`config.mk`:
```
export PLATFORM = sky130hd
export DESIGN_NAME = complex_mac_seq
export DESIGN_NICKNAME = d
export VERILOG_FILES = /design/src/rtl/complex_mac_pkg.sv /design/src/rtl/complex_mac_sat_add.sv /design/src/rtl/complex_mac_seq.sv
export SDC_FILE = /design/constraint.sdc
export NUM_CORES = 1
export LEC_CHECK = 0
export ABC_AREA = 1
export BUFFER_PORTS_ARGS = -buffer_cell sky130_fd_sc_hd__buf_4
export CORE_UTILIZATION = 50
export DETAILED_ROUTE_END_ITERATION = 12
export MAX_ROUTING_LAYER = met4
export PLACE_DENSITY_LB_ADDON = 0.15
export SYNTH_ARGS = -nofsm -noshare
export SYNTH_HDL_FRONTEND = slang
export SYNTH_SLANG_ARGS = --single-unit
```
`constraint.sdc`:
```
create_clock -name clk -period 11.03 [get_ports clk]
set_input_delay 1.6545 -clock clk [delete_from_list [all_inputs] [get_ports clk]]
set_output_delay 1.6545 -clock clk [all_outputs]
set_load 0.1 [all_outputs]
```
`src/rtl/complex_mac_pkg.sv`:
```
// Shared definitions for the sequential complex multiply-accumulate.
//   state_e     : FSM states (IDLE, MUL, ACC, RES)
//   P_AC..P_BC  : step index of each partial product; the MUL step counter
//                 value selects which partial product the shared multiplier
//                 computes in that cycle
//   res_width() : accumulator / result width for a given operand width and
//                 number of guard bits
package complex_mac_pkg;

  typedef enum logic [1:0] {
    IDLE = 2'd0,
    MUL  = 2'd1,
    ACC  = 2'd2,
    RES  = 2'd3
  } state_e;

  localparam logic [1:0] P_AC = 2'd0;
  localparam logic [1:0] P_BD = 2'd1;
  localparam logic [1:0] P_AD = 2'd2;
  localparam logic [1:0] P_BC = 2'd3;

  // Full product (2*dw) plus one bit for the sum/difference of two products,
  // plus guard bits so that 2^acc_guard worst-case products cannot overflow.
  function automatic int res_width(input int data_width, input int acc_guard);
    return data_width + data_width + 32'sd1 + acc_guard;
  endfunction

endpackage

```
`src/rtl/complex_mac_sat_add.sv`:
```
// Signed WIDTH-bit adder used for one accumulator component.
// Optional feature macro: COMPLEX_MAC_SAT_EN
//   defined   : result clamps to the signed WIDTH-bit range, ovf flags a clamp
//   undefined : two's-complement wrap, ovf is constant 0
// Ports:
//   in_a, in_b : signed addends
//   sum        : signed result
//   ovf        : 1 when the true sum did not fit and was clamped
module complex_mac_sat_add #(
  parameter int WIDTH = 32'd21
) (
  input  logic signed [WIDTH-1:0] in_a,
  input  logic signed [WIDTH-1:0] in_b,
  output logic signed [WIDTH-1:0] sum,
  output logic                    ovf
);

`ifdef COMPLEX_MAC_SAT_EN
  localparam logic [WIDTH-1:0] MAX_V = {1'b0, {(WIDTH-1){1'b1}}};
  localparam logic [WIDTH-1:0] MIN_V = {1'b1, {(WIDTH-1){1'b0}}};

  logic [WIDTH:0] wide_s;

  // One extra bit of headroom: the two top bits disagree exactly on overflow,
  // and the top bit then gives the direction of the clamp.
  always_comb begin
    wide_s = {in_a[WIDTH-1], in_a} + {in_b[WIDTH-1], in_b};
    if (wide_s[WIDTH] != wide_s[WIDTH-1]) begin
      ovf = 1'b1;
      if (wide_s[WIDTH]) begin
        sum = MIN_V;
      end else begin
        sum = MAX_V;
      end
    end else begin
      ovf = 1'b0;
      sum = wide_s[WIDTH-1:0];
    end
  end
`else
  // Plain wrapping add.
  always_comb begin
    sum = in_a + in_b;
    ovf = 1'b0;
  end
`endif

endmodule

```
`src/rtl/complex_mac_seq.sv`:
```
// Sequential signed complex multiply-accumulate with one shared multiplier.
// Each accepted operand set (a+bj, c+dj) takes four MUL cycles (ac, bd, ad,
// bc) and one ACC cycle; the product (optionally by conj(op_2)) is added to
// the accumulator. When the operand set was marked op_last the block holds
// the accumulated result in RES until the consumer takes it.
// Optional feature macro: COMPLEX_MAC_SAT_EN (saturating accumulate + res_ovf).
// Ports:
//   clk, sw_rst          : clock, synchronous active-high reset
//   op_val / op_ready    : operand handshake (op_ready only in IDLE)
//   op_1_re/im, op_2_re/im, op_conj, op_last : operand set
//   res_val / res_ready  : result handshake (res_val only in RES)
//   res_re, res_im       : registered accumulator contents
//   res_ovf              : sticky saturation flag (0 when macro undefined)
module complex_mac_seq
  import complex_mac_pkg::*;
#(
  parameter  int DATA_WIDTH = 32'd8,
  parameter  int ACC_GUARD  = 32'd4,
  localparam int RES_WIDTH  = res_width(DATA_WIDTH, ACC_GUARD)
) (
  input  logic                         clk,
  input  logic                         sw_rst,
  input  logic                         op_val,
  output logic                         op_ready,
  input  logic signed [DATA_WIDTH-1:0] op_1_re,
  input  logic signed [DATA_WIDTH-1:0] op_1_im,
  input  logic signed [DATA_WIDTH-1:0] op_2_re,
  input  logic signed [DATA_WIDTH-1:0] op_2_im,
  input  logic                         op_conj,
  input  logic                         op_last,
  output logic                         res_val,
  input  logic                         res_ready,
  output logic signed [RES_WIDTH-1:0]  res_re,
  output logic signed [RES_WIDTH-1:0]  res_im,
  output logic                         res_ovf
);

  localparam int PROD_W = DATA_WIDTH + DATA_WIDTH;
  localparam int P_W    = PROD_W + 32'sd1;

  state_e                         state_q, state_d;
  logic [1:0]                     cnt_q, cnt_d;
  logic signed [DATA_WIDTH-1:0]   a_q, a_d, b_q, b_d, c_q, c_d, d_q, d_d;
  logic                           conj_q, conj_d, last_q, last_d;
  logic signed [PROD_W-1:0]       ac_q, ac_d, bd_q, bd_d, ad_q, ad_d, bc_q, bc_d;
  logic signed [RES_WIDTH-1:0]    acc_re_q, acc_re_d, acc_im_q, acc_im_d;
  logic                           ovf_q, ovf_d;
  logic                           res_val_q, res_val_d;

  logic signed [DATA_WIDTH-1:0]   mul_x_s, mul_y_s;
  logic signed [PROD_W-1:0]       mul_p_s;
  logic signed [P_W-1:0]          ac_x_s, bd_x_s, ad_x_s, bc_x_s;
  logic signed [P_W-1:0]          p_re_s, p_im_s;
  logic signed [RES_WIDTH-1:0]    p_re_ext_s, p_im_ext_s;
  logic signed [RES_WIDTH-1:0]    sum_re_s, sum_im_s;
  logic                           ovf_re_s, ovf_im_s;

  // Shared multiplier: the step counter picks which operand pair it sees.
  always_comb begin
    mul_x_s = a_q;
    mul_y_s = c_q;
    case (cnt_q)
      P_AC: begin mul_x_s = a_q; mul_y_s = c_q; end
      P_BD: begin mul_x_s = b_q; mul_y_s = d_q; end
      P_AD: begin mul_x_s = a_q; mul_y_s = d_q; end
      P_BC: begin mul_x_s = b_q; mul_y_s = c_q; end
      default: begin mul_x_s = a_q; mul_y_s = c_q; end
    endcase
    mul_p_s = mul_x_s * mul_y_s;
  end

  // Combine partial products into the complex product and sign-extend it.
  always_comb begin
    ac_x_s = {ac_q[PROD_W-1], ac_q};
    bd_x_s = {bd_q[PROD_W-1], bd_q};
    ad_x_s = {ad_q[PROD_W-1], ad_q};
    bc_x_s = {bc_q[PROD_W-1], bc_q};
    if (conj_q) begin
      p_re_s = ac_x_s + bd_x_s;
      p_im_s = bc_x_s - ad_x_s;
    end else begin
      p_re_s = ac_x_s - bd_x_s;
      p_im_s = bc_x_s + ad_x_s;
    end
    p_re_ext_s = {{(RES_WIDTH-P_W){p_re_s[P_W-1]}}, p_re_s};
    p_im_ext_s = {{(RES_WIDTH-P_W){p_im_s[P_W-1]}}, p_im_s};
  end

  complex_mac_sat_add #(.WIDTH(RES_WIDTH)) u_add_re (
    .in_a (acc_re_q),
    .in_b (p_re_ext_s),
    .sum  (sum_re_s),
    .ovf  (ovf_re_s)
  );

  complex_mac_sat_add #(.WIDTH(RES_WIDTH)) u_add_im (
    .in_a (acc_im_q),
    .in_b (p_im_ext_s),
    .sum  (sum_im_s),
    .ovf  (ovf_im_s)
  );

  // Reset must close the operand handshake even in the same cycle.
  assign op_ready = (state_q == IDLE) && !sw_rst;

  // FSM next state and datapath register updates.
  always_comb begin
    state_d   = state_q;
    cnt_d     = cnt_q;
    a_d       = a_q;
    b_d       = b_q;
    c_d       = c_q;
    d_d       = d_q;
    conj_d    = conj_q;
    last_d    = last_q;
    ac_d      = ac_q;
    bd_d      = bd_q;
    ad_d      = ad_q;
    bc_d      = bc_q;
    acc_re_d  = acc_re_q;
    acc_im_d  = acc_im_q;
    ovf_d     = ovf_q;
    res_val_d = res_val_q;
    case (state_q)
      IDLE: begin
        if (op_val) begin
          a_d     = op_1_re;
          b_d     = op_1_im;
          c_d     = op_2_re;
          d_d     = op_2_im;
          conj_d  = op_conj;
          last_d  = op_last;
          cnt_d   = 2'd0;
          state_d = MUL;
        end else begin
          state_d = IDLE;
        end
      end
      MUL: begin
        case (cnt_q)
          P_AC:    ac_d = mul_p_s;
          P_BD:    bd_d = mul_p_s;
          P_AD:    ad_d = mul_p_s;
          P_BC:    bc_d = mul_p_s;
          default: ac_d = ac_q;
        endcase
        if (cnt_q == P_BC) begin
          state_d = ACC;
        end else begin
          cnt_d = cnt_q + 2'd1;
        end
      end
      ACC: begin
        acc_re_d = sum_re_s;
        acc_im_d = sum_im_s;
        ovf_d    = ovf_q | ovf_re_s | ovf_im_s;
        if (last_q) begin
          state_d   = RES;
          res_val_d = 1'b1;
        end else begin
          state_d = IDLE;
        end
      end
      RES: begin
        if (res_ready) begin
          acc_re_d  = {RES_WIDTH{1'b0}};
          acc_im_d  = {RES_WIDTH{1'b0}};
          ovf_d     = 1'b0;
          res_val_d = 1'b0;
          state_d   = IDLE;
        end else begin
          state_d = RES;
        end
      end
      default: begin
        state_d   = IDLE;
        res_val_d = 1'b0;
      end
    endcase
  end

  // State and datapath registers with synchronous reset.
  always_ff @(posedge clk) begin
    if (sw_rst) begin
      state_q   <= IDLE;
      cnt_q     <= 2'd0;
      a_q       <= {DATA_WIDTH{1'b0}};
      b_q       <= {DATA_WIDTH{1'b0}};
      c_q       <= {DATA_WIDTH{1'b0}};
      d_q       <= {DATA_WIDTH{1'b0}};
      conj_q    <= 1'b0;
      last_q    <= 1'b0;
      ac_q      <= {PROD_W{1'b0}};
      bd_q      <= {PROD_W{1'b0}};
      ad_q      <= {PROD_W{1'b0}};
      bc_q      <= {PROD_W{1'b0}};
      acc_re_q  <= {RES_WIDTH{1'b0}};
      acc_im_q  <= {RES_WIDTH{1'b0}};
      ovf_q     <= 1'b0;
      res_val_q <= 1'b0;
    end else begin
      state_q   <= state_d;
      cnt_q     <= cnt_d;
      a_q       <= a_d;
      b_q       <= b_d;
      c_q       <= c_d;
      d_q       <= d_d;
      conj_q    <= conj_d;
      last_q    <= last_d;
      ac_q      <= ac_d;
      bd_q      <= bd_d;
      ad_q      <= ad_d;
      bc_q      <= bc_d;
      acc_re_q  <= acc_re_d;
      acc_im_q  <= acc_im_d;
      ovf_q     <= ovf_d;
      res_val_q <= res_val_d;
    end
  end

  assign res_val = res_val_q;
  assign res_re  = acc_re_q;
  assign res_im  = acc_im_q;
  assign res_ovf = ovf_q;

endmodule

```
-- Yosys cells after proc, flatten, opt, wreduce, memory -nomap -nowiden
Cells that the tools add are included.
- divide/modulo/power cells: 0
- reductions and logical operators: 18
- equality and inequality tests: 11
- muxes and demuxes: 18
- magnitude comparators: 0
- add/subtract/negate cells: 7
- shift operators: 0
- bitwise operators: 0
- multiply operators: 1
- operator list (cell ; count):
    one-hot mux 21 bit (2 select lines) ; 2
    adder 21 x 17 -> 21 bit ; 2
    adder 16 x 16 -> 17 bit ; 2
    two-way mux 17 bit ; 2
    subtractor 16 x 16 -> 17 bit ; 2
    one-hot mux 8 bit (2 select lines) ; 2
    two-way mux 21 bit ; 1
    multiplier 8 x 8 -> 16 bit ; 1
    AND reduction 2 bit ; 6
    two-way mux 2 bit ; 5
    != test 2 bit, second input constant ; 5
    == test 2 bit, second input constant ; 4
    one-hot mux 2 bit (4 select lines) ; 1
    OR reduction 2 bit ; 4
    AND reduction 3 bit ; 2
    == test 2 x 1 -> 1 bit, second input constant ; 2
    logical NOT 2 bit ; 2
    one-hot mux 2 bit (2 select lines) ; 1
    nonzero test 2 bit ; 2
    two-way mux 1 bit ; 3
    adder 2 x 1 -> 2 bit, second input constant ; 1
    one-hot mux 1 bit (2 select lines) ; 1
    logical AND 1 bit ; 1
    logical NOT 1 bit ; 1
- memory bits (read-only): 0
- flip-flop bits (word level): 145
- bits in latches: 0
- bits in writable memories: 0
- output and inout bits: 45
- memories kept: 0

-- Logic depth before layout (Yosys ltp)
- word-level depth: 4
- depth in mapped cells: 30

-- Cells and area by module
From an unflattened synthesis, not the netlist that was laid out.
- cell total of the unflattened synthesis: 1999
- area, all modules: 13320.3 µm²
- by module, submodules not included (module ; seq. area each (µm²) ; cells an instance ; instances ; area an instance (µm²)):
    complex_mac_seq ; 2922.8 ; 1475 ; 1 ; 10557.6
    complex_mac_sat_add ; 0.0 ; 262 ; 2 ; 1381.3

-- Least setup slack after synthesis
Ideal clock, no wire load.
- path type: input to output
- start: input port sw_rst
- end: output port op_ready
- stages on the path: 3
- arrival time: 4007 ps
- path slack: 5369 ps
- required time: 9376 ps
- path through: clkbuf_1 clkbuf_1 nor3_1
- word-level cells in the longest chain between the ends: 2
- ends and longest elaborated chain (element ; line ; RTL):
    from (decl) ; complex_mac_seq.sv:22 ; input logic sw_rst,
    logical NOT 1 bit ; complex_mac_seq.sv:104 ; assign op_ready = (state_q == IDLE) && !sw_rst;
    logical AND 1 bit ; complex_mac_seq.sv:104 ;
    to (decl) ; complex_mac_seq.sv:24 ; output logic op_ready,
No other way between the ends.

-- Worst setup path after layout
- start: register cnt_q[1]
- end: register bd_q[14]
- word-level cells in the longest chain between the ends: 4
- elaborated cells on any way between the ends: 12
- classes of those cells: mul: 1; eq/ne: 3; mux: 2; reduce/logical: 6
- ends and longest elaborated chain (element ; line ; RTL):
    from (decl) ; complex_mac_seq.sv:42 ; logic [1:0] cnt_q, cnt_d;
    from (signal assigned) ; complex_mac_seq.sv:203 ; cnt_q <= cnt_d;
    == test 2 bit (tied with other cells) ; complex_mac_seq.sv:62 ; case (cnt_q)
    OR reduction 2 bit (no source line) ; -- ;
    one-hot mux 8 bit (2 select lines) ; complex_mac_seq.sv:62 ;
    multiplier 8 x 8 -> 16 bit ; complex_mac_seq.sv:69 ; mul_p_s = mul_x_s * mul_y_s;
    to (signal assigned) ; complex_mac_seq.sv:194 ; bd_q <= {PROD_W{1'b0}};
    to (decl) ; complex_mac_seq.sv:45 ; logic signed [PROD_W-1:0] ac_q, ac_d, bd_q, bd_d, ad_q, ad_d, bc_q, bc_d;
Parallel ways exist; a longest one is shown, timed or not.
A chain may end at the register's enable or synchronous reset.

==> flow_results.xml <==
<?xml version="1.0" encoding="UTF-8"?>
<metrics>
  <group name="clock_network">
    <metric name="ctsHtreeMaxLevel" unit="">4</metric>
    <metric name="numCtsBuffers" unit="">17</metric>
    <metric name="cts.path.max_buffers" unit="">2</metric>
    <metric name="root_buffer" unit="">clkbuf_16</metric>
    <metric name="cts_tree" unit="">done</metric>
    <metric name="post_cts_setup_buffers" unit="">0</metric>
    <metric name="worst_setup_hold_path_clk_slew" unit="ns">0.07</metric>
    <metric name="cts_hold_repair.buffers" unit="">0</metric>
    <metric name="tritoncts_num_sinks" unit="">145</metric>
    <metric name="clkLatencyLatePin" unit="ns">0.44</metric>
    <metric name="postCtsResizedCells" unit="">0</metric>
  </group>
  <group name="logic_synthesis">
    <metric name="synthFlopType" unit="">dfxtp_1</metric>
    <metric name="synth.cells.most_frequent" unit="">295 x inv_1, 276 x nand2_1, 193 x a21oi_1, 157 x nor2_1, 155 x o21ai_0</metric>
    <metric name="synth_warnings" unit="">0</metric>
    <metric name="edff_count_synth" unit="">0</metric>
    <metric name="synth.net_count" unit="">1965</metric>
    <metric name="synth_top_cell_area_share" unit="">0.234</metric>
    <metric name="cells_taking_the_most_area_after_synthesis" unit="">dfxtp_1 23%, ha_1 12%, fa_1 9.5%, inv_1 8.9%, nand2_1 8.4%</metric>
    <metric name="syn_inst" unit="">1754</metric>
    <metric name="yosys_register_bits" unit="">145</metric>
    <metric name="ys_seq_area_frac" unit="">0.234</metric>
    <metric name="synth_async_sr_flop_share" unit="">0</metric>
    <metric name="synth.distinct_cells" unit="">51</metric>
    <metric name="syn-mean-instance-area" unit="µm²">7.07</metric>
    <metric name="yosysMostFrequentCell" unit="">inv_1</metric>
    <metric name="yosys.area.top_type" unit="">dfxtp_1</metric>
    <metric name="syn_area" unit="µm²">12400</metric>
  </group>
  <group name="floorplan">
    <metric name="io_pins" unit="">83</metric>
    <metric name="die-height" unit="µm">159</metric>
    <metric name="initial_utilization" unit="">0.510</metric>
    <metric name="die_area" unit="µm²">25400</metric>
    <metric name="core.rowCount" unit="">57</metric>
    <metric name="placeableCoreArea" unit="µm²">24300</metric>
    <metric name="die_width" unit="µm">159</metric>
  </group>
  <group name="pwr">
    <metric name="powerDensity" unit="nW/µm²">175</metric>
    <metric name="power_leakage" unit="nW">6.86</metric>
    <metric name="ir_drop" unit="V">0.0000693</metric>
  </group>
  <group name="final_layout">
    <metric name="area_taken_by_multi_input_logic_gates" unit="µm²">8200</metric>
    <metric name="antenna-diode-count" unit="">0</metric>
    <metric name="finish.cell_count_without_fillers" unit="">2154</metric>
    <metric name="layout.filler_cells" unit="">2380</metric>
    <metric name="drive_gt1_frac" unit="">0.0951</metric>
    <metric name="nNetsFinal" unit="">2028</metric>
    <metric name="area.growth.synth_to_final" unit="%">11.9</metric>
    <metric name="flip_flop_and_latch_area" unit="µm²">2900</metric>
    <metric name="final_area" unit="µm²">13900</metric>
  </group>
  <group name="routing">
    <metric name="drt_first_iter_violations" unit="">643</metric>
    <metric name="vias" unit="">11200</metric>
    <metric name="dr.pass1.iters" unit="">5</metric>
    <metric name="drt_wl_total" unit="mm">31.6</metric>
    <metric name="vias_per_cell" unit="">5.20</metric>
    <metric name="detail_route.drc_violations" unit="">0</metric>
    <metric name="route.antenna.remaining_nets" unit="">0</metric>
    <metric name="avgRoutedWirePerCell" unit="µm">14.7</metric>
  </group>
  <group name="sta">
    <metric name="finalCritPeriodShare" unit="">0.556</metric>
    <metric name="relSlewSlack" unit="">0.364</metric>
    <metric name="fin_setup_tns" unit="ns">0</metric>
    <metric name="timing_hold_violations_final" unit="">0</metric>
    <metric name="clock.fmax" unit="GHz">0.163</metric>
    <metric name="finClkSkew" unit="ns">0.0164</metric>
    <metric name="worst-slew-pin-transition" unit="ns">0.954</metric>
    <metric name="finalWorstPathRequiredPeriod" unit="ns">6.13</metric>
    <metric name="final_max_slew_viol_count" unit="">0</metric>
    <metric name="rsz0062_at_grt" unit="">false</metric>
    <metric name="finalSetupViolations" unit="">0</metric>
  </group>
  <group name="placement">
    <metric name="dp.cells" unit="">2122</metric>
    <metric name="portBuffers" unit="">81</metric>
    <metric name="placed_area" unit="µm²">13300</metric>
    <metric name="dp_hpwl" unit="mm">25.1</metric>
    <metric name="finalWeightedCongestion" unit="">0.949</metric>
  </group>
  <group name="run">
    <metric name="cap_violations" unit="">0</metric>
  </group>
  <group name="global_route">
    <metric name="number_of_antenna_violations_at_the_first_check_in_global_routing" unit="">0</metric>
    <metric name="first_global_vias" unit="">10800</metric>
    <metric name="grt-ovfl-total" unit="">0</metric>
    <metric name="grt_first_pass_wirelength" unit="mm">52.5</metric>
    <metric name="grtUsageTotal" unit="">0.263</metric>
    <metric name="grt_max_degree" unit="">68</metric>
  </group>
  <group name="setup_path">
    <metric name="crit_path_top_delay_cell" unit="">nor2_1</metric>
    <metric name="critical_path_class" unit="">reg -&gt; reg</metric>
    <metric name="start_kind" unit="">register</metric>
    <metric name="timing.critical_path.fanout_max" unit="">16</metric>
    <metric name="worst_setup_path_end_kind" unit="">register</metric>
    <metric name="critPathMaxStageDelay" unit="ns">0.65</metric>
    <metric name="timing.critical_path.arrival" unit="ns">6.46</metric>
    <metric name="cpMostUsedCell" unit="">inv_1</metric>
    <metric name="critical_path_data_required_time" unit="ns">11.36</metric>
  </group>
  <group name="outcome">
    <metric name="outcome" unit="">completed</metric>
  </group>
  <group name="worst_hold_path">
    <metric name="worstHoldPathType" unit="">reg -&gt; reg</metric>
  </group>
</metrics>
## logic make-up after synthesis
logic type,count (synthesis),synth area share
AOI/OAI and AO/OA,453,0.205
adders and majority gates,173,0.210
xor gates and xnor gates,72,0.0509
DFF,145,0.234
other,1,0.000302
and+or+nand+nor,568,0.195
buffers and inverters,342,0.105
## worst max-delay path: cells and delay by family, from the launching register on
family | cells | cell delay [ns]
adder cells (fa/ha/maj) | 6 | 2.64
AO/OA/AOI/OAI | 6 | 1.32
AND/OR/NAND/NOR | 6 | 1.11
buffers and inverters | 7 | 0.55
flip-flops | 1 | 0.38
## per-layer routing
layer	vias up	share of wire	global-route usage
met5	-	0	-
met4	0	0.019	0.0791
met3	39	0.042	0.0320
met2	249	0.48	0.445
met1	5090	0.46	0.325
li1	5817	-	-
## worst paths after layout
path / endpoint / slack [ns] / startpoint / depth (start not counted)
hold reg to reg: b_q[1] / 0.45 / b_q[1] / 2
setup / recovery: bd_q[14] / 4.90 / cnt_q[1] / 25
setup reg to reg: bd_q[14] / 4.90 / cnt_q[1] / 25
hold / removal: b_q[1] / 0.45 / b_q[1] / 2
## registers in the layout, indices dropped and copies added, names as in the netlist
name,flops
res_re,21
cnt_q,2
d_q,8
last_q,1
a_q,8
res_im,21
bc_q,16
b_q,8
ac_q,16
c_q,8
bd_q,16
ad_q,16
conj_q,1
state_q,2
res_val,1
## through the flow
step	setup slack (ns)	total power, mW	util	hold slack (ns)
2_1_floorplan	5.37	1.54	-	0.424
3_3_place_gp	5.08	1.83	0.546	0.436
3_5_place_dp	4.94	1.85	0.546	0.439
4_1_cts	4.89	2.45	0.571	0.450
5_1_grt	4.32	2.63	0.571	0.468
6_report	4.90	2.43	0.571	0.449
## final cells by class
type	count	share of cell area
well taps	324	0.0292
clock inverters	15	0.0119
inverters	297	0.0803
clock buffers	17	0.0306
repair buffers	89	0.0481
multi-input cells	1267	0.591
flip-flops and latches	145	0.209
## cell usage in the layout, fill, tap and decap left out, drive strengths merged, types with 59 or more instances in the layout
cell type	instances
inv	305
nand3	64
fa	59
buf	89
a21oi	197
nor2	162
dfxtp	145
o21ai	175
nand2	286
ha	114
## power breakdown
part           switching (mW)  internal, mW
combinational           0.843         0.403
clock                   0.271         0.322
sequential             0.0318         0.563
(Power assumes the default switching activity.)
